File: src/rtl/exe_wb_skid_pkg.sv
// Shared widths and the EXE result record for the EXE->MEM/WB skid buffer.
package exe_wb_skid_pkg;

    localparam int RSZ     = 32;
    localparam int GPR_ASZ = 5;
    localparam int PC_SZ   = 32;

    typedef struct packed {
        logic [RSZ-1:0]     rd_data;
        logic [GPR_ASZ-1:0] rd_addr;
        logic               rd_wr;
        logic [PC_SZ-1:0]   pc;
    } EXE_RESULT_T;

    typedef enum logic [1:0] {
        CNT_EMPTY = 2'd0,
        CNT_ONE   = 2'd1,
        CNT_TWO   = 2'd2
    } count_e;

    // Writes to x0 are architecturally discarded, so the enable is dropped at capture.
    function automatic EXE_RESULT_T capture_result(
        input logic [RSZ-1:0]     rd_data,
        input logic [GPR_ASZ-1:0] rd_addr,
        input logic               rd_wr,
        input logic [PC_SZ-1:0]   pc
    );
        EXE_RESULT_T r;
        r.rd_data = rd_data;
        r.rd_addr = rd_addr;
        r.rd_wr   = rd_wr & (rd_addr != '0);
        r.pc      = pc;
        return r;
    endfunction

endpackage

File: src/rtl/exe_wb_skid.sv
// Two-entry elastic buffer between the EXE result mux and MEM/WB; outputs come only from the head register.
module exe_wb_skid
    import exe_wb_skid_pkg::*;
(
    input  logic               clk_in,
    input  logic               reset_in,
    input  logic               flush_in,
    input  logic               in_valid,
    output logic               in_ready,
    input  logic [RSZ-1:0]     in_rd_data,
    input  logic [GPR_ASZ-1:0] in_rd_addr,
    input  logic               in_rd_wr,
    input  logic [PC_SZ-1:0]   in_pc,
    output logic               out_valid,
    input  logic               out_ready,
    output logic [RSZ-1:0]     out_rd_data,
    output logic [GPR_ASZ-1:0] out_rd_addr,
    output logic               out_rd_wr,
    output logic [PC_SZ-1:0]   out_pc,
    output logic [1:0]         occupancy
);

    count_e      r_count;
    EXE_RESULT_T r_head;
    EXE_RESULT_T r_skid;

    logic        w_push;
    logic        w_pop;
    EXE_RESULT_T w_cap;

    // Ready/valid come from the registered count only, so out_ready never reaches in_ready.
    assign in_ready  = (r_count != CNT_TWO);
    assign out_valid = (r_count != CNT_EMPTY);

    always_comb begin
        w_push = in_valid & in_ready;
        w_pop  = out_valid & out_ready;
        w_cap  = capture_result(in_rd_data, in_rd_addr, in_rd_wr, in_pc);
    end

    always_ff @(posedge clk_in or negedge reset_in) begin
        if (!reset_in) begin
            r_count <= CNT_EMPTY;
            r_head  <= '0;
            r_skid  <= '0;
        end else if (flush_in) begin
            r_count      <= CNT_EMPTY;
            r_head.rd_wr <= 1'b0;
        end else begin
            case (r_count)
                CNT_EMPTY: begin
                    if (w_push) begin
                        r_head  <= w_cap;
                        r_count <= CNT_ONE;
                    end
                end
                CNT_ONE: begin
                    case ({w_push, w_pop})
                        2'b10: begin
                            r_skid  <= w_cap;
                            r_count <= CNT_TWO;
                        end
                        2'b11: r_head  <= w_cap;
                        2'b01: r_count <= CNT_EMPTY;
                        default: ;
                    endcase
                end
                CNT_TWO: begin
                    if (w_pop) begin
                        r_head  <= r_skid;
                        r_count <= CNT_ONE;
                    end
                end
                default: r_count <= CNT_EMPTY;
            endcase
        end
    end

    assign out_rd_data = r_head.rd_data;
    assign out_rd_addr = r_head.rd_addr;
    assign out_rd_wr   = r_head.rd_wr;
    assign out_pc      = r_head.pc;
    assign occupancy   = r_count;

endmodule

File: config.mk
export PLATFORM = sky130hd
export DESIGN_NAME = exe_wb_skid
export DESIGN_NICKNAME = d
export VERILOG_FILES = /design/src/rtl/exe_wb_skid_pkg.sv /design/src/rtl/exe_wb_skid.sv
export SDC_FILE = /design/constraint.sdc
export NUM_CORES = 1
export LEC_CHECK = 0
export CORE_MARGIN = 5
export CORE_UTILIZATION = 50
export CTS_CLUSTER_DIAMETER = 150
export DETAILED_ROUTE_END_ITERATION = 10
export PLACE_DENSITY = 0.8
export RECOVER_POWER = 50
export SLEW_MARGIN = 40
export SYNTH_ARGS = -nofsm -noshare
export SYNTH_HDL_FRONTEND = slang
export SYNTH_SLANG_ARGS = --single-unit
File: constraint.sdc
create_clock -name clk_in -period 2.52 [get_ports clk_in]
set_input_delay 0.63 -clock clk_in [delete_from_list [all_inputs] [get_ports clk_in]]
set_output_delay 0.63 -clock clk_in [all_outputs]
set_load 0.05 [all_outputs]
### Yosys cells after proc, flatten, opt, wreduce, memory -nomap -nowiden

Index checks and enable logic that the tools add are counted.

* register bits after elaboration: 142
* bits of input ports: 75
* output and inout port bits: 74
* word-level logic and storage cells: 45

* eq/ne operators: 13
* muxes and demuxes: 10
* bitwise logic cells: 4
* reduce and logical (&&, ||, !) cells: 9

Operator list (number)
* $mux 70: 3
* $pmux 70 s3: 1
* $eq 2x2->1 const B: 3
* $mux 2: 3
* $ne 2x2->1 const B: 3
* $ne 3x3->1 const B: 2
* $pmux 2 s3: 1
* $reduce_and 3->1: 2
* $reduce_and 5->1: 1
* $reduce_bool 5->1: 1
* $eq 2x1->1 const B: 2
* $ne 4x3->1 const B: 1
* $pmux 2 s2: 1
* $reduce_and 4->1: 1
* $reduce_bool 4->1: 1
* $and 1x1->1: 3
* $ne 3x2->1 const B: 1
* $reduce_bool 3->1: 1
* $logic_not 2->1: 1
* $ne 2x1->1 const B: 1
* $reduce_bool 2->1: 1
* $mux 1: 1
* $not 1->1: 1

### Logic depth before layout (Yosys ltp)

Gate-level depths: netlist (run 1).

* word-level depth: 6
* mapped depth: 9
* mapped depth without buffers: 6

### Worst setup path after synthesis (run 1)

No wires, ideal clock.

* kind: register to register
* from: register r_count[0], in the netlist occupancy[0]
* to: register r_head, in the netlist out_pc[0]
* library setup time: 0.141 ns
* arrival: 2.336 ns
* data required time: 2.379 ns
* setup slack: 0.043 ns
* stages on the path, launching flop included: 9
* buffers on the path: 3
* clock period less this slack: 2.477 ns
* cells stage by stage: dfrtp_1 inv_1 ha_1 buf_2 inv_1 o221a_2 buf_4 clkbuf_1 a31oi_1

* cells in the longest elaborated chain, start to end: 5
* elaborated cells on any way between the ends: 14
* classes of those cells: 7 x eq/ne; 1 x mux; 2 x bitwise; 4 x reduce/logical

Ends and longest elaborated chain
* start, declared: line exe_wb_skid.sv:23 `count_e r_count;`
* start signal, assigned: line exe_wb_skid.sv:43 `r_count <= CNT_EMPTY;`
* start signal, assigned: line exe_wb_skid.sv:47 `r_count <= CNT_EMPTY;`
* start signal, assigned: line exe_wb_skid.sv:54 `r_count <= CNT_ONE;`
* $ne 2x2->1 *: line exe_wb_skid.sv:32 `assign in_ready = (r_count != CNT_TWO);`
* named net in_ready: line exe_wb_skid.sv:9 `output logic in_ready,`
* $and 1x1->1 *: line exe_wb_skid.sv:36 `w_push = in_valid & in_ready;`
* $eq 2x2->1: line exe_wb_skid.sv:58 `case ({w_push, w_pop})`
* $ne 2x1->1 (no source line)
* $reduce_and 5->1 (no source line) *
* end signal, assigned: line exe_wb_skid.sv:53 `r_head <= w_cap;`
* end signal, assigned: line exe_wb_skid.sv:63 `2'b11: r_head <= w_cap;`
* end signal, assigned: line exe_wb_skid.sv:70 `r_head <= r_skid;`
* end, declared: line exe_wb_skid.sv:24 `EXE_RESULT_T r_head;`

Mark *: on every way through the listed nets, which the timed path passes. The rest lies on a longest branch.
A chain may end at the register's enable or synchronous reset.

### Worst setup path in the final report (run 1)

* from: register r_count[0], in the netlist occupancy[0]
* to: output occupancy[0]

RTL lines
* end, declared: line exe_wb_skid.sv:20 `output logic [1:0] occupancy`

No word-level cell between the ends.

==> results by group, run 1 <==
STA
  – Minimum clock period: 2.370 ns
  – TNS Setup: 0 ns
  – Clock skew: 0.007324 ns
  – Tcrit/Tclk final: 94.06%
  – Slew headroom: 11.56%
  – Measured slew at the worst slew-check pin: 1.327 ns
  – Worst hold slack: 0.4821 ns
  – Achievable Freq: 421.9 MHz
  – Unrepaired setup endpoints after global routing: no
  – Setup-failing EPs final: 0
  – Final Hold Viols: 0
  – Slew Viols, Final: 0

Yosys
  – Synthesized flop and latch total: 142
  – Seq/Total Area, Yosys: 56.03%
  – Most common cell in the netlist: dfrtp_1
  – Total nets after synthesis: 583
  – Asr flop ratio synth: 100.0%
  – Synth area leaders: dfrtp_1 56%, mux2i_1 11%, mux2_2 9.9%
  – Synth Flop Type: dfrtp_1
  – Yosys top cell area share: 56.03%
  – Synth unique cells: 34
  – Post-synthesis cell count: 504
  – Cell accounting for the most synthesized area: dfrtp_1
  – Post-synth top cells: 142 x dfrtp_1, 71 x a21oi_1, 70 x a31oi_1, 70 x mux2i_1, 56 x mux2_2
  – EDFF count, synth: 0
  – Syn avg cell area: 12.58 um^2
  – Synth warnings: 0
  – Syn Std Cell Area: 6342 um^2

Power
  – PwrDens: 1288 nW/um^2
  – Worst vdd ir: 0.0006772 V
  – P_leak: 0.003410 uW

Setup path
  – Critical path, cell by cell: clkdlybuf4s50_1
  – Crit-path max FO: 7
  – Crit path DAT: 1.74 ns
  – Slowest cell on crit path: clkdlybuf4s50_1
  – Worst EP required: 1.89 ns
  – Critical path's top delay family: buffers and inverters
  – Kind of critical path: flip-flop to primary output
  – Type of origin of the critical path: flip-flop
  – Crit-path max cell delay: 0.87 ns
  – Buffer and inverter count on the worst path: 1
  – CP Capture Type: primary output

Route
  – TritonRoute pass-1 iters: 4
  – Via count: 4696
  – Vias/cell: 5.658
  – Iter 0 DRT Violations: 292
  – Avg WL per Cell: 18.18 um
  – DRT antenna net count: 0
  – WL final: 15.09 mm
  – Residual DRC count: 0

Die
  – Core area: 12520 um^2
  – Die area: 15040 um^2
  – Starting Density: 50.67%
  – Die Wd: 122.6 um
  – Chip height: 122.6 um
  – Row count: 41
  – Ports: 149

Place
  – Placer congestion estimate: 0.7802
  – Port bufs: 148
  – DPL Wire Length: 10.32 mm

Status
  – Status: completed

CTS
  – Resized Gates After CTS: 0
  – H-tree depth: 4
  – Clock sinks: 142
  – Clock latency on the worst-skew pair: 0.41 ns
  – Root buf cell: clkbuf_16
  – Setup Fix Bufs, Post-CTS: 0
  – CTS tree: built
  – Reg clk slew, reported paths: 0.06 ns
  – Clock tree buffer depth: 2
  – CTS Buf Count: 17
  – CTS Hold Buffers Added: 0

Layout
  – Layout cell share with drive strength beyond 1: 17.02%
  – Nets@finish: 725
  – Synth-to-Final Area Change: 36.91%
  – Fillers: 973
  – Inserted Diodes: 0

GRT
  – First-pass GRT wire length: 24.62 mm
  – Initial antenna violation count: 0
  – GRT Util Overall: 21.10%
  – Overflow after GRT: 0
  – Pin count of the biggest net entering global routing: 56
  – Number of global-route vias before repair: 4895

Hold path
  – Worst min path class: flip-flop to flip-flop

Run
  – Max-Cap Viols: 0
[sequential cells by signal (all words and copies together), names as in the netlist]
register	cells
out_rd_data	32
out_rd_addr	5
occupancy	2
out_rd_wr	1
r_skid	70
out_pc	32
[cell usage in the layout (no fill, tap or decap), drive strengths merged]
cell type and instances:
a2111oi 1, a21o 1, a21oi 71, a31oi 70
and2b 2, buf 17, bufinv 4, clkbuf 32
clkdlybuf4s50 145, clkinv 2, dfrtp 142, ha 4
inv 6, mux2 70, mux2i 70, nand2 2
nand2b 2, nand3 2, nand4b 1, nor2 1
nor3 2, nor4b 1, o21a 1, o21ai 3
o221a 1, o311ai 1, o41ai 1, or3 1
or4 1, xnor2 1
[where the power goes]
part,internal [uW],switching (uW)
clock network,1760,897
registers,3320,603
logic,1800,2810
[cells by family after synthesis]
family,after synthesis,synth area share (%)
buffers and inverters,52,4.360
AOI/OAI and AO/OA,150,13.57
muxes,140,23.48
and+or+nand+nor,15,1.638
xor gates and xnor gates,1,0.1381
DFF,142,56.03
adders and majority gates,4,0.7891
[cell type report]
cell class	instances	area (um^2)	share of cell area, %
clock inverters	6	130.1	1.499
well taps	172	215.2	2.478
clock buffers	25	495.5	5.706
repair buffers	169	1722	19.83
flip-flops and latches	142	3553	40.92
multi-input cells	310	2545	29.31
inverters	6	22.52	0.2594
[per-layer routing]
layer / track usage [%] / vias to the layer above / part of all wire (%)
met5: 0 / - / 0
met4: 8.887 / 0 / 2.4
met3: 4.747 / 20 / 4.9
met2: 35.69 / 150 / 52
met1: 26.17 / 2360 / 41
li1: - / 2166 / -
[path summary, 6_finish.rpt]
kind                       depth (start not counted)                     start  slack, ns                endpoint
max                                                1  occupancy[0]$_DFFE_PN0P_       0.15            occupancy[0]
min                                                1     r_skid[3]$_DFFE_PN0P_       0.48   r_skid[3]$_DFFE_PN0P_
max reg2reg                                        6  occupancy[0]$_DFFE_PN0P_       0.20  r_skid[60]$_DFFE_PN0P_
min reg2reg                                        1     r_skid[3]$_DFFE_PN0P_       0.48   r_skid[3]$_DFFE_PN0P_
max in group asynchronous                          2                  reset_in       0.46  r_skid[69]$_DFFE_PN0P_
min in group asynchronous                          1                  reset_in       0.51  out_pc[22]$_DFFE_PN0P_
[through the flow]
stage / utilization [%] / instances / total power [uW] / area (um^2) / setup slack, ns
floorplan: - / 504 / 6895 / 6342 / 0.04317
global placement: 64.78 / 799 / 8415 / 8109 / 0.1430
detailed placement: 64.78 / 799 / 8592 / 8109 / 0.05783
CTS: 69.78 / 830 / 11290 / 8735 / 0.1173
global route: 69.37 / 830 / 11730 / 8683 / 0.05752
finish: 69.37 / 830 / 11190 / 8683 / 0.1497
No activity file was read; power rests on OpenSTA's default activity.
==> run 2, diff against run 1 <==
--- a/config.mk
+++ b/config.mk
@@ -10,7 +10,6 @@
 export CTS_CLUSTER_DIAMETER = 150
 export DETAILED_ROUTE_END_ITERATION = 10
 export PLACE_DENSITY = 0.8
-export RECOVER_POWER = 50
 export SLEW_MARGIN = 40
 export SYNTH_ARGS = -nofsm -noshare
 export SYNTH_HDL_FRONTEND = slang
==> run 2 against run 1 <==
Against the previous run: flip-flop and latch count unchanged; wire length up 0.16%; non-clock buffer count is the same; clock power about the same; die area did not move; global-route usage is the same; sequential share of layout area is 0.24 points lower; highest routed layer unchanged.
==> results by group, run 2 (synthesis results as in run 1) <==
Status
  – Status: completed

Die
  – Row count: 41 (unchanged)
  – Core area: 12520 um^2 (unchanged)
  – Starting Density: 50.67% (unchanged)
  – Ports: 149 (unchanged)
  – Die Wd: 122.6 um (unchanged)
  – Chip height: 122.6 um (unchanged)
  – Die area: 15040 um^2 (unchanged)

Setup path
  – Crit path DAT: 1.74 ns (about the same)
  – Reg2Reg Depth: 6 (unchanged)
  – Worst reg2reg startpoint: occupancy[0]$_DFFE_PN0P_
  – Worst EP required: 1.89 ns (about the same)
  – Kind of critical path: flip-flop to primary output
  – Critical path, cell by cell: clkdlybuf4s50_1
  – Reg-to-reg critical path endpoint: r_skid[44]$_DFFE_PN0P_
  – Critical path's top delay family: buffers and inverters
  – Crit-path max FO: 7 (unchanged)
  – Slowest cell on crit path: clkdlybuf4s50_1
  – Type of origin of the critical path: flip-flop
  – Buffer and inverter count on the worst path: 1 (unchanged)
  – Crit-path max cell delay: 0.87 ns (about the same)
  – Reg-to-reg slack, setup: 0.31 ns (+0.11 ns)
  – CP Capture Type: primary output

Hold path
  – Worst min path class: input pin to asynchronous set/reset pin

Place
  – DP Area: 8109 um^2 (unchanged)
  – Placement Setup Slack: 0.05783 ns (unchanged)
  – DPL Wire Length: 10.32 mm (unchanged)
  – Placer congestion estimate: 0.7802 (unchanged)
  – Port bufs: 148 (unchanged)
  – Placed Cells: 799 (unchanged)

CTS
  – Resized Gates After CTS: 0 (unchanged)
  – Clock latency on the worst-skew pair: 0.41 ns (about the same)
  – H-tree depth: 4 (unchanged)
  – CTS Hold Buffers Added: 0 (unchanged)
  – Setup Fix Bufs, Post-CTS: 0 (unchanged)
  – Reg clk slew, reported paths: 0.06 ns (about the same)
  – Clock tree buffer depth: 2 (unchanged)
  – Root buf cell: clkbuf_16
  – Clock sinks: 142 (unchanged)
  – CTS Buf Count: 17 (unchanged)
  – CTS tree: built

Layout
  – Synth-to-Final Area Change: 37.72%
  – Fillers: 970 (-0.31%)
  – Most common cell after layout, fill and taps aside: clkdlybuf4s50_1
  – Layout cell share with drive strength beyond 1: 17.02% (unchanged)
  – Most frequent cells in the layout: 145 x clkdlybuf4s50_1, 142 x dfrtp_1, 71 x a21oi_1
  – Max FFs per register: 70 (unchanged)
  – Finished Cell Area: 8735 um^2 (+0.59%)
  – Nets@finish: 725 (unchanged)
  – Inserted Diodes: 0 (unchanged)
  – Top reg by flops: r_skid
  – Layout Cells excl Fill: 830 (unchanged)

STA
  – Tcrit/Tclk final: 94.02% (about the same)
  – Final Hold Viols: 0 (unchanged)
  – Measured slew at the worst slew-check pin: 0.5610 ns (-0.7656 ns)
  – Setup ws final: 0.1507 ns (+0.001017 ns)
  – TNS Setup: 0 ns (unchanged)
  – Slew Viols, Final: 0 (unchanged)
  – Slew headroom: 61.63% (+50 points)
  – Achievable Freq: 422.1 MHz (about the same)
  – Setup-failing EPs final: 0 (unchanged)
  – Minimum clock period: 2.369 ns (-0.001017 ns)
  – Unrepaired setup endpoints after global routing: no
  – Clock skew: 0.007030 ns (-0.0002940 ns)

Power
  – P_leak: 0.003428 uW (+0.53%)
  – Worst vdd ir: 0.0006806 V (+0.50%)
  – Combinational Power Share: 41.3% (about the same)
  – P_int: 6891 uW (+0.23%)
  – Clk pwr share: 23.7% (about the same)
  – Sw Share: 38.53% (about the same)
  – Psw: 4319 uW (+0.18%)
  – Seq pwr share: 35.0% (about the same)
  – PwrDens: 1283 nW/um^2 (-0.38%)

Route
  – TritonRoute pass-1 iters: 4 (unchanged)
  – WL final: 15.12 mm (+0.16%)
  – Avg WL per Cell: 18.21 um (+0.16%)
  – Residual DRC count: 0 (unchanged)
  – Iter 0 DRT Violations: 273 (-6.5%)
  – Vias/cell: 5.671 (+0.23%)
  – DRT antenna net count: 0 (unchanged)
  – Via count: 4707 (+0.23%)

Run
  – Max-Cap Viols: 0 (unchanged)

GRT
  – Number of global-route vias before repair: 4895 (unchanged)
  – First-pass GRT wire length: 24.62 mm (unchanged)
  – GRT Util Overall: 21.10% (unchanged)
  – Initial antenna violation count: 0 (unchanged)
  – Pin count of the biggest net entering global routing: 56 (unchanged)
  – Overflow after GRT: 0 (unchanged)
==> run 2: how the worst max path moves through the flow <==
stage,from,cells after the start,endpoint,slack [ns]
finish,occupancy[0]$_DFFE_PN0P_,1,occupancy[0],0.15
global route,occupancy[0]$_DFFE_PN0P_,1,occupancy[0],0.09
CTS,occupancy[0]$_DFFE_PN0P_,1,occupancy[0],0.12
detailed placement,in_valid,6,r_skid[44]$_DFFE_PN0P_,0.06
global placement,in_valid,6,r_skid[43]$_DFFE_PN0P_,0.14
floorplan,occupancy[0]$_DFFE_PN0P_,8,out_pc[0]$_DFFE_PN0P_,0.04
==> run 2: per-layer routing <==
| layer | share of wire, % | vias up | track usage (%) |
|---|---|---|---|
| li1 | - | 2167 | - |
| met1 | 41 | 2360 | 26.17 |
| met2 | 52 | 158 | 35.69 |
| met3 | 5.0 | 22 | 4.747 |
| met4 | 2.5 | 0 | 8.887 |
| met5 | 0 | - | 0 |
==> run 2: metrics by stage <==
stage / power (uW) / utilization, % / hold slack, ns
floorplan: 6895 / - / 0.3344
finish: 11210 / 69.78 / 0.1681
detailed placement: 8592 / 64.78 / 0.4747
global route: 11750 / 69.78 / 0.1982
CTS: 11290 / 69.78 / 0.1683
global placement: 8415 / 64.78 / 0.4673
==> run 2: layout make-up <==
| class | instances | area [um^2] | area share [%] |
|---|---|---|---|
| inverters | 6 | 22.52 | 0.2578 |
| repair buffers | 169 | 1773 | 20.30 |
| flip-flops and latches | 142 | 3553 | 40.68 |
| multi-input cells | 310 | 2545 | 29.14 |
| clock buffers | 25 | 495.5 | 5.673 |
| well taps | 172 | 215.2 | 2.464 |
| clock inverters | 6 | 130.1 | 1.490 |
==> run 2: power by group through the flow <==
| stage | Clock, uW | Sequential (uW) | Combinational [uW] |
|---|---|---|---|
| 3_3_place_gp | 0 | 3880 | 4540 |
| 2_1_floorplan | 0 | 5470 | 1430 |
| 5_1_grt | 2800 | 4050 | 4900 |
| 6_report | 2650 | 3930 | 4630 |
| 4_1_cts | 2700 | 3930 | 4670 |
| 3_5_place_dp | 0 | 3940 | 4650 |
==> run 3, diff against run 2 <==
--- a/config.mk
+++ b/config.mk
@@ -5,7 +5,7 @@
 export SDC_FILE = /design/constraint.sdc
 export NUM_CORES = 1
 export LEC_CHECK = 0
-export CORE_MARGIN = 5
+export CORE_MARGIN = 10
 export CORE_UTILIZATION = 50
 export CTS_CLUSTER_DIAMETER = 150
 export DETAILED_ROUTE_END_ITERATION = 10
==> run 3 against run 2 <==
Against the previous run: setup slack got worse by 0.0040 ns; flip-flop and latch count unchanged; die area is 17% higher; design area shrank 1.1%; critical endpoint unchanged.
==> results by group, run 3 (synthesis results as in run 1) <==
Power
  – Clk pwr share: 22.8% (-0.9 points)
  – Combinational Power Share: 41.6% (+0.3 points)
  – PwrDens: 1281 nW/um^2 (-0.22%)
  – P_leak: 0.003370 uW (-1.7%)
  – Sw Share: 39.05% (+0.52 points)
  – P_int: 6743 uW (-2.1%)
  – Worst vdd ir: 0.0007362 V (+8.2%)
  – Seq pwr share: 35.5% (+0.5 points)
  – Psw: 4320 uW (about the same)

Setup path
  – Crit-path max cell delay: 0.88 ns (about the same)
  – Critical path, cell by cell: clkdlybuf4s50_1
  – Buffer and inverter count on the worst path: 1 (unchanged)
  – Slowest cell on crit path: clkdlybuf4s50_1
  – Worst EP required: 1.89 ns (about the same)
  – Crit-path max FO: 7 (unchanged)
  – CP Capture Type: primary output
  – Type of origin of the critical path: flip-flop
  – Critical path's top delay family: buffers and inverters
  – Kind of critical path: flip-flop to primary output
  – Crit path DAT: 1.74 ns (about the same)

Die
  – Row count: 41 (unchanged)
  – Chip height: 132.6 um (+8.2%)
  – Ports: 149 (unchanged)
  – Core area: 12520 um^2 (unchanged)
  – Die Wd: 132.6 um (+8.2%)
  – Starting Density: 50.67% (unchanged)
  – Die area: 17590 um^2 (+17%)

Route
  – WL final: 15.65 mm (+3.5%)
  – Residual DRC count: 0 (unchanged)
  – TritonRoute pass-1 iters: 5 (+1)
  – DRT antenna net count: 0 (unchanged)
  – Vias/cell: 5.661 (-0.18%)
  – Iter 0 DRT Violations: 413 (+51%)
  – Avg WL per Cell: 19.02 um (+4.4%)
  – Via count: 4659 (-1.0%)

GRT
  – GRT Util Overall: 17.93% (-3.2 points)
  – Pin count of the biggest net entering global routing: 83 (+48%)
  – Initial antenna violation count: 0 (unchanged)
  – First-pass GRT wire length: 25.83 mm (+4.9%)
  – Overflow after GRT: 0 (unchanged)
  – Number of global-route vias before repair: 4963 (+1.4%)

CTS
  – Setup Fix Bufs, Post-CTS: 0 (unchanged)
  – CTS Buf Count: 17 (unchanged)
  – CTS Hold Buffers Added: 0 (unchanged)
  – Clock tree buffer depth: 2 (unchanged)
  – Root buf cell: clkbuf_16
  – Clock latency on the worst-skew pair: 0.41 ns (about the same)
  – Reg clk slew, reported paths: 0.05 ns (about the same)
  – Clock sinks: 142 (unchanged)
  – Resized Gates After CTS: 0 (unchanged)
  – H-tree depth: 4 (unchanged)
  – CTS tree: built

Layout
  – Most common cell after layout, fill and taps aside: clkdlybuf4s50_1
  – Top reg by flops: r_skid
  – Inserted Diodes: 0 (unchanged)
  – Multi-input logic area: 2545 um^2 (unchanged)
  – Nets@finish: 719 (-0.83%)
  – Reg area: 3553 um^2 (unchanged)
  – Synth-to-Final Area Change: 36.20%
  – Layout cell share with drive strength beyond 1: 16.28% (-0.74 points)
  – Most frequent cells in the layout: 145 x clkdlybuf4s50_1, 142 x dfrtp_1, 71 x a21oi_1
  – Layout Cells excl Fill: 823 (-0.84%)
  – Fillers: 960 (-1.0%)
  – Max FFs per register: 70 (unchanged)

Place
  – Placed Cells: 793 (-0.75%)
  – DPL Wire Length: 10.77 mm (+4.3%)
  – Placer congestion estimate: 0.8223 (+5.4%)
  – Port bufs: 148 (unchanged)

STA
  – Slew Viols, Final: 0 (unchanged)
  – TNS Setup: 0 ns (unchanged)
  – Measured slew at the worst slew-check pin: 0.5643 ns (+0.003292 ns)
  – Minimum clock period: 2.373 ns (+0.003989 ns)
  – Tcrit/Tclk final: 94.18% (+0.16 points)
  – Clock skew: 0.006292 ns (-0.0007380 ns)
  – Achievable Freq: 421.4 MHz (-0.17%)
  – Final Hold Viols: 0 (unchanged)
  – Slew headroom: 61.41% (-0.23 points)
  – Worst hold slack: 0.1428 ns (-0.02526 ns)
  – Setup-failing EPs final: 0 (unchanged)
  – Unrepaired setup endpoints after global routing: no

Run
  – Max-Cap Viols: 0 (unchanged)

Status
  – Status: completed

Hold path
  – Worst min path class: input pin to asynchronous set/reset pin
[run 3: cell count changes in the layout (fill, tap and decap cells not counted), sizes merged]
cell / change
buf: -6
bufinv: -1
clkbuf: -1
clkinvlp: +1
[run 3: worst register-to-register path, delay by kind of cell (launching register included)]
family | cells | cell delay, ns
buf+inv | 2 | 0.34
fa+ha+maj | 1 | 0.29
simple gates | 1 | 0.31
flops | 1 | 0.46
compound gates | 3 | 0.72
[run 3: cell type report]
| type | instances | area share, % |
|---|---|---|
| sequential | 142 | 41.14 |
| multi-input combinational | 310 | 29.46 |
| tap | 172 | 2.491 |
| clock buffer | 24 | 5.692 |
| timing repair buffer | 163 | 19.71 |
| clock inverter | 6 | 1.246 |
| inverter | 6 | 0.2607 |
[run 3: through the flow]
step	setup slack, ns	power [uW]	instance area (um^2)	utilization [%]
floorplan	0.04317	6895	6342	-
global placement	0.1332	8401	8039	64.22
detailed placement	0.07338	8570	8039	64.22
CTS	0.1068	11170	8638	69.01
global route	0.08942	11620	8638	69.01
finish	0.1467	11060	8638	69.01
[run 3: path summary, 6_finish.rpt]
path                                               start                     endpoint  cells past startpoint  slack, ns
worst min register to register    r_skid[37]$_DFFE_PN0P_       r_skid[37]$_DFFE_PN0P_                      1       0.49
max in group asynchronous                       reset_in       out_pc[24]$_DFFE_PN0P_                      2       1.74
worst max-delay path            occupancy[0]$_DFFE_PN0P_                 occupancy[0]                      1       0.15
worst max register to register  occupancy[0]$_DFFE_PN0P_  out_rd_data[17]$_DFFE_PN0P_                      7       0.31
min in group clk_in               r_skid[37]$_DFFE_PN0P_       r_skid[37]$_DFFE_PN0P_                      1       0.49
worst min-delay path                            reset_in       r_skid[23]$_DFFE_PN0P_                      1       0.14
[run 3: power groups by stage]
stage / Combinational, uW / Sequential (uW) / Clock, uW
floorplan: 1430 / 5470 / 0
detailed placement: 4630 / 3940 / 0
global route: 4880 / 4060 / 2680
finish: 4610 / 3930 / 2530
CTS: 4660 / 3930 / 2580
global placement: 4530 / 3870 / 0
[run 3: layer usage]
metal	vias up	share of wire, %	track usage (%)
met5	-	0	0
li1	2160	-	-
met3	25	5.9	5.375
met4	0	2.1	8.007
met2	151	51	29.87
met1	2323	41	20.93
